$ cat src/rtl/riscv_csrbus_if.sv
// -----------------------------------------------------------------------------
// riscv_csrbus_if
//   Downstream CSR bus between the requester arbiter and the CSR-bus adapter.
//   One transaction at a time: the master holds valid with stable command
//   fields until the slave answers with a single-cycle ready carrying rd_value
//   and error.
//
//   Signals
//     valid     master -> slave   command present
//     csr       master -> slave   12-bit CSR number
//     funct3    master -> slave   CSR opcode (CSRRW/CSRRS/CSRRC/...I)
//     rs1       master -> slave   rs1 field / zimm
//     rs1_value master -> slave   rs1 operand
//     ready     slave  -> master  completion strobe
//     rd_value  slave  -> master  read data, valid with ready
//     error     slave  -> master  error status, valid with ready
// -----------------------------------------------------------------------------
interface riscv_csrbus_if #(
   parameter int XLEN = 32
);

   logic            valid;
   logic [11:0]     csr;
   logic [2:0]      funct3;
   logic [4:0]      rs1;
   logic [XLEN-1:0] rs1_value;
   logic            ready;
   logic [XLEN-1:0] rd_value;
   logic            error;

   modport master (
      output valid, csr, funct3, rs1, rs1_value,
      input  ready, rd_value, error
   );

   modport slave (
      input  valid, csr, funct3, rs1, rs1_value,
      output ready, rd_value, error
   );

endinterface

$ cat src/rtl/rggen_riscv_csrbus_arbiter.sv
// -----------------------------------------------------------------------------
// rggen_riscv_csrbus_arbiter
//   Round-robin arbiter that funnels CSR accesses from several requesters onto
//   one downstream CSR bus. One transaction is outstanding at a time:
//     IDLE -> grant the first requester at/after the round-robin pointer and
//             latch its command fields
//     BUSY -> present the latched command downstream until ready, or until
//             TIMEOUT BUSY cycles elapse (forced error completion)
//     RESP -> pulse o_ready for the granted requester for one cycle
//
//   Parameters
//     REQUESTERS  number of requesters (2..8)
//     XLEN        CSR data width
//     TIMEOUT     BUSY-cycle limit before forced error completion, 0 = none
//
//   Ports
//     i_clk        clock, all state on the rising edge
//     i_rst_n      asynchronous active-low reset
//     i_valid      per-requester request
//     i_csr        per-requester CSR number        (REQUESTERS x 12)
//     i_funct3     per-requester CSR opcode        (REQUESTERS x 3)
//     i_rs1        per-requester rs1 field / zimm  (REQUESTERS x 5)
//     i_rs1_value  per-requester rs1 operand       (REQUESTERS x XLEN)
//     o_ready      per-requester completion strobe
//     o_rd_value   read data, shared, held outside RESP
//     o_error      error status, shared, held outside RESP
//     csrbus_if    downstream CSR bus (master side)
// -----------------------------------------------------------------------------
module rggen_riscv_csrbus_arbiter #(
   parameter int REQUESTERS = 2,
   parameter int XLEN       = 32,
   parameter int TIMEOUT    = 64
) (
   input  logic                       i_clk,
   input  logic                       i_rst_n,
   input  logic [REQUESTERS-1:0]      i_valid,
   input  logic [REQUESTERS*12-1:0]   i_csr,
   input  logic [REQUESTERS*3-1:0]    i_funct3,
   input  logic [REQUESTERS*5-1:0]    i_rs1,
   input  logic [REQUESTERS*XLEN-1:0] i_rs1_value,
   output logic [REQUESTERS-1:0]      o_ready,
   output logic [XLEN-1:0]            o_rd_value,
   output logic                       o_error,
   riscv_csrbus_if.master             csrbus_if
);

   localparam int IDX_W = (REQUESTERS > 1) ? $clog2(REQUESTERS) : 1;
   // A zero-width counter is illegal, so a disabled timeout still keeps one bit.
   localparam int CNT_W = (TIMEOUT > 0) ? $clog2(TIMEOUT + 1) : 1;

   typedef enum logic [1:0] {
      IDLE = 2'd0,
      BUSY = 2'd1,
      RESP = 2'd2
   } state_t;

   state_t            state;
   state_t            state_next;

   logic [IDX_W-1:0]  pointer;
   logic [IDX_W-1:0]  grant;

   logic              grant_found;
   logic [IDX_W-1:0]  grant_sel;
   logic              hi_found;
   logic [IDX_W-1:0]  hi_sel;
   logic              lo_found;
   logic [IDX_W-1:0]  lo_sel;

   logic [11:0]       sel_csr;
   logic [2:0]        sel_funct3;
   logic [4:0]        sel_rs1;
   logic [XLEN-1:0]   sel_rs1_value;

   logic [11:0]       csr_q;
   logic [2:0]        funct3_q;
   logic [4:0]        rs1_q;
   logic [XLEN-1:0]   rs1_value_q;

   logic [CNT_W-1:0]  count;
   logic              timeout_hit;
   logic              bus_ready;

   // --------------------------------------------------------------------------
   // Round-robin selection. hi_* is the first request at or above the pointer,
   // lo_* the first request overall; when nothing sits at or above the pointer
   // the search wraps, and the lowest requesting index is the wrapped winner.
   // --------------------------------------------------------------------------
   // NOTE: every always_comb output gets a default before any conditional
   // assignment so no path leaves it unassigned (which would infer a latch).
   always_comb begin
      hi_found = 1'b0;
      hi_sel   = '0;
      lo_found = 1'b0;
      lo_sel   = '0;
      for (int i = 0; i < REQUESTERS; i++) begin
         if (!hi_found && i_valid[i] && (IDX_W'(i) >= pointer)) begin
            hi_found = 1'b1;
            hi_sel   = IDX_W'(i);
         end
         if (!lo_found && i_valid[i]) begin
            lo_found = 1'b1;
            lo_sel   = IDX_W'(i);
         end
      end
      grant_found = hi_found | lo_found;
      grant_sel   = hi_found ? hi_sel : lo_sel;
   end

   // Command fields of the selected requester.
   always_comb begin
      sel_csr       = '0;
      sel_funct3    = '0;
      sel_rs1       = '0;
      sel_rs1_value = '0;
      for (int i = 0; i < REQUESTERS; i++) begin
         if (grant_sel == IDX_W'(i)) begin
            sel_csr       = i_csr[i*12 +: 12];
            sel_funct3    = i_funct3[i*3 +: 3];
            sel_rs1       = i_rs1[i*5 +: 5];
            sel_rs1_value = i_rs1_value[i*XLEN +: XLEN];
         end
      end
   end

   // --------------------------------------------------------------------------
   // FSM
   // --------------------------------------------------------------------------
   assign bus_ready = csrbus_if.ready;

   // count holds the number of BUSY cycles already spent without ready, so the
   // limit is reached in the TIMEOUT-th BUSY cycle. Ready in that same cycle
   // still wins because the BUSY branches test ready first.
   assign timeout_hit = (TIMEOUT != 0) && (count == CNT_W'(TIMEOUT - 1));

   // NOTE: sequential state uses non-blocking assignments so every register
   // samples pre-edge values, independent of statement order.
   always_ff @(posedge i_clk or negedge i_rst_n) begin
      if (!i_rst_n) begin
         state <= IDLE;
      end else begin
         state <= state_next;
      end
   end

   always_comb begin
      state_next = state;
      case (state)
         IDLE: if (grant_found)              state_next = BUSY;
         BUSY: if (bus_ready || timeout_hit) state_next = RESP;
         RESP:                               state_next = IDLE;
         default:                            state_next = IDLE;
      endcase
   end

   // --------------------------------------------------------------------------
   // Datapath: pointer, grant, latched command, timeout counter, response.
   // --------------------------------------------------------------------------
   // NOTE: the latched command is a handful of flops, not a memory, so it is
   // cleared on reset like every other register here.
   always_ff @(posedge i_clk or negedge i_rst_n) begin
      if (!i_rst_n) begin
         pointer     <= '0;
         grant       <= '0;
         csr_q       <= '0;
         funct3_q    <= '0;
         rs1_q       <= '0;
         rs1_value_q <= '0;
         count       <= '0;
         o_rd_value  <= '0;
         o_error     <= 1'b0;
      end else begin
         case (state)
            IDLE: begin
               if (grant_found) begin
                  grant       <= grant_sel;
                  pointer     <= (grant_sel == IDX_W'(REQUESTERS - 1)) ? '0
                                                                      : grant_sel + 1'b1;
                  csr_q       <= sel_csr;
                  funct3_q    <= sel_funct3;
                  rs1_q       <= sel_rs1;
                  rs1_value_q <= sel_rs1_value;
                  count       <= '0;
               end
            end
            BUSY: begin
               if (bus_ready) begin
                  o_rd_value <= csrbus_if.rd_value;
                  o_error    <= csrbus_if.error;
               end else if (timeout_hit) begin
                  o_rd_value <= '0;
                  o_error    <= 1'b1;
               end else if (count != '1) begin
                  count <= count + 1'b1;
               end
            end
            default: ;
         endcase
      end
   end

   // --------------------------------------------------------------------------
   // Outputs. valid is decoded from state so reset removes it immediately.
   // --------------------------------------------------------------------------
   assign csrbus_if.valid     = (state == BUSY);
   assign csrbus_if.csr       = csr_q;
   assign csrbus_if.funct3    = funct3_q;
   assign csrbus_if.rs1       = rs1_q;
   assign csrbus_if.rs1_value = rs1_value_q;

   always_comb begin
      o_ready = '0;
      for (int i = 0; i < REQUESTERS; i++) begin
         if ((state == RESP) && (grant == IDX_W'(i))) begin
            o_ready[i] = 1'b1;
         end
      end
   end

endmodule

$ cat src/flat_wrapper.sv
// flat-port wrapper written by rule: the top's interface ports become plain ports
module rggen_riscv_csrbus_arbiter_flat 
#(
   parameter int REQUESTERS = 2,
   parameter int XLEN       = 32,
   parameter int TIMEOUT    = 64
)
  (i_clk, i_rst_n, i_valid, i_csr, i_funct3, i_rs1, i_rs1_value, o_ready, o_rd_value, o_error, csrbus_if_valid, csrbus_if_csr, csrbus_if_funct3, csrbus_if_rs1, csrbus_if_rs1_value, csrbus_if_ready, csrbus_if_rd_value, csrbus_if_error);
  riscv_csrbus_if #(.XLEN(XLEN)) csrbus_if_i ();
  input  logic i_clk;
  input  logic i_rst_n;
  input  logic [REQUESTERS-1:0] i_valid;
  input  logic [REQUESTERS*12-1:0] i_csr;
  input  logic [REQUESTERS*3-1:0] i_funct3;
  input  logic [REQUESTERS*5-1:0] i_rs1;
  input  logic [REQUESTERS*XLEN-1:0] i_rs1_value;
  output logic [REQUESTERS-1:0] o_ready;
  output logic [XLEN-1:0] o_rd_value;
  output logic o_error;
  output wire logic [$bits(csrbus_if_i.valid)-1:0] csrbus_if_valid;
  output wire logic [$bits(csrbus_if_i.csr)-1:0] csrbus_if_csr;
  output wire logic [$bits(csrbus_if_i.funct3)-1:0] csrbus_if_funct3;
  output wire logic [$bits(csrbus_if_i.rs1)-1:0] csrbus_if_rs1;
  output wire logic [$bits(csrbus_if_i.rs1_value)-1:0] csrbus_if_rs1_value;
  input wire logic [$bits(csrbus_if_i.ready)-1:0] csrbus_if_ready;
  input wire logic [$bits(csrbus_if_i.rd_value)-1:0] csrbus_if_rd_value;
  input wire logic [$bits(csrbus_if_i.error)-1:0] csrbus_if_error;
  assign csrbus_if_valid = csrbus_if_i.valid;
  assign csrbus_if_csr = csrbus_if_i.csr;
  assign csrbus_if_funct3 = csrbus_if_i.funct3;
  assign csrbus_if_rs1 = csrbus_if_i.rs1;
  assign csrbus_if_rs1_value = csrbus_if_i.rs1_value;
  assign csrbus_if_i.ready = csrbus_if_ready;
  assign csrbus_if_i.rd_value = csrbus_if_rd_value;
  assign csrbus_if_i.error = csrbus_if_error;
  rggen_riscv_csrbus_arbiter #(.REQUESTERS(REQUESTERS), .XLEN(XLEN), .TIMEOUT(TIMEOUT)) u_core (.i_clk(i_clk), .i_rst_n(i_rst_n), .i_valid(i_valid), .i_csr(i_csr), .i_funct3(i_funct3), .i_rs1(i_rs1), .i_rs1_value(i_rs1_value), .o_ready(o_ready), .o_rd_value(o_rd_value), .o_error(o_error), .csrbus_if(csrbus_if_i));
endmodule
$ cat config.mk
export PLATFORM = sky130hd
export DESIGN_NAME = rggen_riscv_csrbus_arbiter_flat
export DESIGN_NICKNAME = d
export VERILOG_FILES = /design/src/rtl/riscv_csrbus_if.sv /design/src/rtl/rggen_riscv_csrbus_arbiter.sv /design/src/flat_wrapper.sv
export SDC_FILE = /design/constraint.sdc
export NUM_CORES = 1
export LEC_CHECK = 0
export CAP_MARGIN = 20
export CORE_MARGIN = 2
export CORE_UTILIZATION = 34
export DETAILED_ROUTE_END_ITERATION = 12
export GPL_ROUTABILITY_DRIVEN = 0
export GPL_TIMING_DRIVEN = 0
export PLACE_DENSITY = 0.84
export SLEW_MARGIN = 10
export SYNTH_ARGS = -nofsm -noshare
export SYNTH_HDL_FRONTEND = slang
export SYNTH_SLANG_ARGS = --single-unit
$ cat constraint.sdc
create_clock -name i_clk -period 1.58 [get_ports i_clk]
set_input_delay 0.158 -clock i_clk [delete_from_list [all_inputs] [get_ports i_clk]]
set_output_delay 0.158 -clock i_clk [all_outputs]
set_load 0.01 [all_outputs]
==> summary.md <==
| Metric | Value |
|---|---|
| Slew Viols, Final | `0` |
| Crit-path max cell delay | `roughly 400 ps` |
| Initial DRC count | `416` |
| Fin crit share | `1.024` |
| Gr usage total | `0.2085` |
| RSZ-0062 raised after global routing | `yes` |
| R2r worst-path depth | `6` |
| Ports | `230` |
| CP cell instances | `nand2b_4, and3_4, buf_12, buf_8, a222oi_1, inv_1` |
| Total power divided by cell area | `1826 mW/mm^2` |
| DP HPWL | `about 9.7 mm` |
| Max-cap violations | `0` |
| Clock buffer depth | `2` |
| Crit Reg-Reg Endpoint | `u_core.csrbus_if.rs1[3]` |
| Setup ws final | `-37.54 ps` |
| Grt ovf | `0` |
| Residual DRC count | `0` |
| DRT antenna net count | `0` |
| Top post-synthesis cells by area | `dfrtp_1 61%, a222oi_1 13%, a22o_1 7.1%` |
| Vias in the first global route | `about 4.1k` |
| Num CTS Buffers | `9` |
| # diodes | `0` |
| Tmin final | `1618 ps` |
| Least-Margin Pin Slew | `roughly 530 ps` |
| Clock Root Buffer | `clkbuf_16` |
| Clk_lat worst skew | `around 340 ps` |
| Die Y-Extent | `around 110 um` |
| Ys Warns | `0` |
| Final core utilization | `0.6144` |
| Gate Count Post-Synth | `approximately 310` |
| First-pass GRT wire length | `20.82 mm` |
| Reg2reg start | `u_core.pointer` |
| Place WS | `-505.1 ps` |
| Die span in x | `roughly 110 um` |
| Failing checks | `setup timing` |
| Fmax achieved | `between 600 and 700 MHz` |
| Leading area contributor after synthesis | `dfrtp_1` |
| Site row count | `39` |
| Setup crit start kind | `flip-flop` |
| Core Region | `around 0.011 sq mm` |
| Cell family with most CP delay | `compound AO/OA/AOI/OAI gates` |
| WL final | `13.31 mm` |
| Largest net degree at the start of global routing | `a little under 60` |
| Initial DRT Pass Iterations | `10` |
| Clk slew on worst S/H paths | `70 ps` |
| Die Footprint | `about 0.012 sq mm` |
| Post-synthesis cell type count | `35` |
| Largest fanout on the critical path | `6` |
| HP Class | `in -> async` |
| Number of fillers in the final layout | `between 900 and 1k` |
| CTS tree | `done` |
| Final Hold Viols | `0` |
| Top cell type's share of synthesized area | `0.6115` |
| Drt wl/cell | `between 15 and 20 um` |
| Number of synthesized register bits | `96` |
| Post-Place Cell Area | `0.006427 sq mm` |
| Syn_nets | `456` |
| Worst path required time | `1790 ps` |
| Layout cells sized above 1 | `0.1261` |
| VDD IR max | `~1.1 mV` |
| Synth-to-layout area growth | `77.80%` |
| Clock Sinks | `between 90 and 100` |
| Critical setup path kind | `reg -> reg` |
| Number of buffers and inverters on the critical path | `3` |
| Clk_skew | `~10 ps` |
| Slew HR | `0.6440` |
| # port buffers | `roughly 230` |
| Register-to-register setup slack | `-40 ps` |
| Leakage | `about 3.2 nW` |
| Sequential area share after synthesis | `0.6115` |
| H-tree Lvls | `3` |
| Final Instance Area | `roughly 0.0070 sq mm` |
| Post-layout nets | `~700` |
| Finish-stage setup viols | `1` |
| Vias | `around 3.8k` |
| Arrival time worst endpoint | `1830 ps` |
| Initial core utilization | `0.3455` |
| Worst setup EP type | `flip-flop` |
| Initial antenna violation count | `0` |
| Status | `complete, but fails checks` |
| Synthesized area | `approximately 0.004 sq mm` |
| Routed vias/inst | `~5.3` |
| Mapped Avg Cell Area | `about 13 sq um` |
| Slowest-stage cell, CP | `a222oi_1` |
==> per-layer routing <==
metal,track usage,share of wire,vias to the layer above
li1,-,-,1711
met1,0.2446,0.38,1847
met2,0.3622,0.50,223
met3,0.05716,0.089,24
met4,0.08560,0.025,0
met5,0,0,-
==> per-stage QoR <==
step           cells  TNS [ps]  hold WS [ps]  total power, mW
3_3_place_gp     685   -319910         470.1            9.869
3_5_place_dp     686    -29930         169.4            10.09
6_report         714    -37.54         338.1            12.75
4_1_cts          708         0         346.3            12.57
2_1_floorplan    313         0        -137.6            6.822
5_1_grt          714     -3282         374.1            13.51
==> placed cells by master, fill, tap and decap left out, types with 3 or more instances in the layout <==
cell type	n
buf_6	8
nand2_1	5
clkbuf_2	4
buf_2	6
buf_4	14
nand4_1	5
a22o_1	32
clkbuf_16	11
a21o_1	3
inv_1	56
clkdlybuf4s50_1	225
inv_6	4
nand3_1	5
dfrtp_2	4
buf_8	3
a222oi_1	52
dfrtp_1	92
==> report_power, final <==
group	switching, mW	leakage (nW)	total, mW	internal, mW
Clock	0.984	0.151	2.28	1.29
Combinational	2.61	1.90	6.16	3.55
Sequential	0.715	1.19	4.31	3.60
==> layout make-up <==
| cell class | instances | area (sq um) | area share |
|---|---|---|---|
| Timing Repair Buffer | 243 | 2442 | 0.3496 |
| Sequential cell | 96 | 2407 | 0.3446 |
| Multi-Input combinational cell | 135 | 1202 | 0.1721 |
| Clock buffer | 10 | 239.0 | 0.03421 |
| Buffer | 25 | 232.7 | 0.03332 |
| Inverter | 56 | 210.2 | 0.03009 |
| Tap cell | 143 | 178.9 | 0.02561 |
| Clock inverter | 6 | 72.57 | 0.01039 |
==> registers in the layout, indices dropped and copies added, names as in the netlist <==
signal / cells
u_core.count: 7
u_core.csrbus_if.rs1_value: 32
u_core.grant: 1
u_core.csrbus_if.rs1: 5
u_core.csrbus_if.csr: 12
u_core.o_error: 1
u_core.pointer: 1
u_core.csrbus_if.funct3: 3
u_core.state: 2
u_core.o_rd_value: 32
==> how the worst max path moves through the flow <==
stage | cells after the start | from | slack [ps] | endpoint
floorplan | 6 | u_core.count[0] | 20 | u_core.o_rd_value[10]
global placement | 1 | i_rst_n | -3060 | u_core.csrbus_if.rs1_value[6]
detailed placement | 5 | i_valid[0] | -510 | u_core.count[5]
CTS | 6 | u_core.state[0] | 0.2 | u_core.o_rd_value[2]
global route | 6 | u_core.pointer | -90 | u_core.csrbus_if.rs1[3]
finish | 6 | u_core.pointer | -40 | u_core.csrbus_if.rs1[3]
==> cell families after synthesis <==
logic type                 share of synthesized area
muxes                                       0.002866
buffers and inverters                        0.09968
and+or+nand+nor                              0.05000
DFF                                           0.6115
AOI/OAI and AO/OA                             0.2328
adders and majority gates                   0.003184
==> Yosys cell counts (all sizes together) <==
| cell | count |
|---|---|
| dfrtp | 96 |
| inv | 56 |
| a222oi | 52 |
| a22o | 32 |
| buf | 20 |
| clkbuf | 6 |
| nand2 | 5 |
| nand3 | 5 |
| nand4 | 5 |
| and3 | 4 |
| a21o | 3 |
| o21ai | 3 |
| a2111oi | 2 |
| a21oi | 2 |
| and2 | 2 |
| nand2b | 2 |
| nor2 | 2 |
| nor3 | 2 |
| nor3b | 2 |
| o211ai | 2 |
| a2bb2oi | 1 |
| a41oi | 1 |
| and2b | 1 |
| and3b | 1 |
| ha | 1 |
| mux2 | 1 |
| nand4b | 1 |
| nor2b | 1 |
| o31ai | 1 |
| o32ai | 1 |
==> what timing repair did <==
item                                    in CTS  in global routing
resized for setup                           23                 25
endpoints found under the setup margin      97                 87
hold endpoints to repair                    39                  0
buffers inserted                             5                  4
gates cloned                                 0                  3
hold buffers                                 1                  0
pin swaps                                    3                 46
No activity file was read; power rests on OpenSTA's default activity.
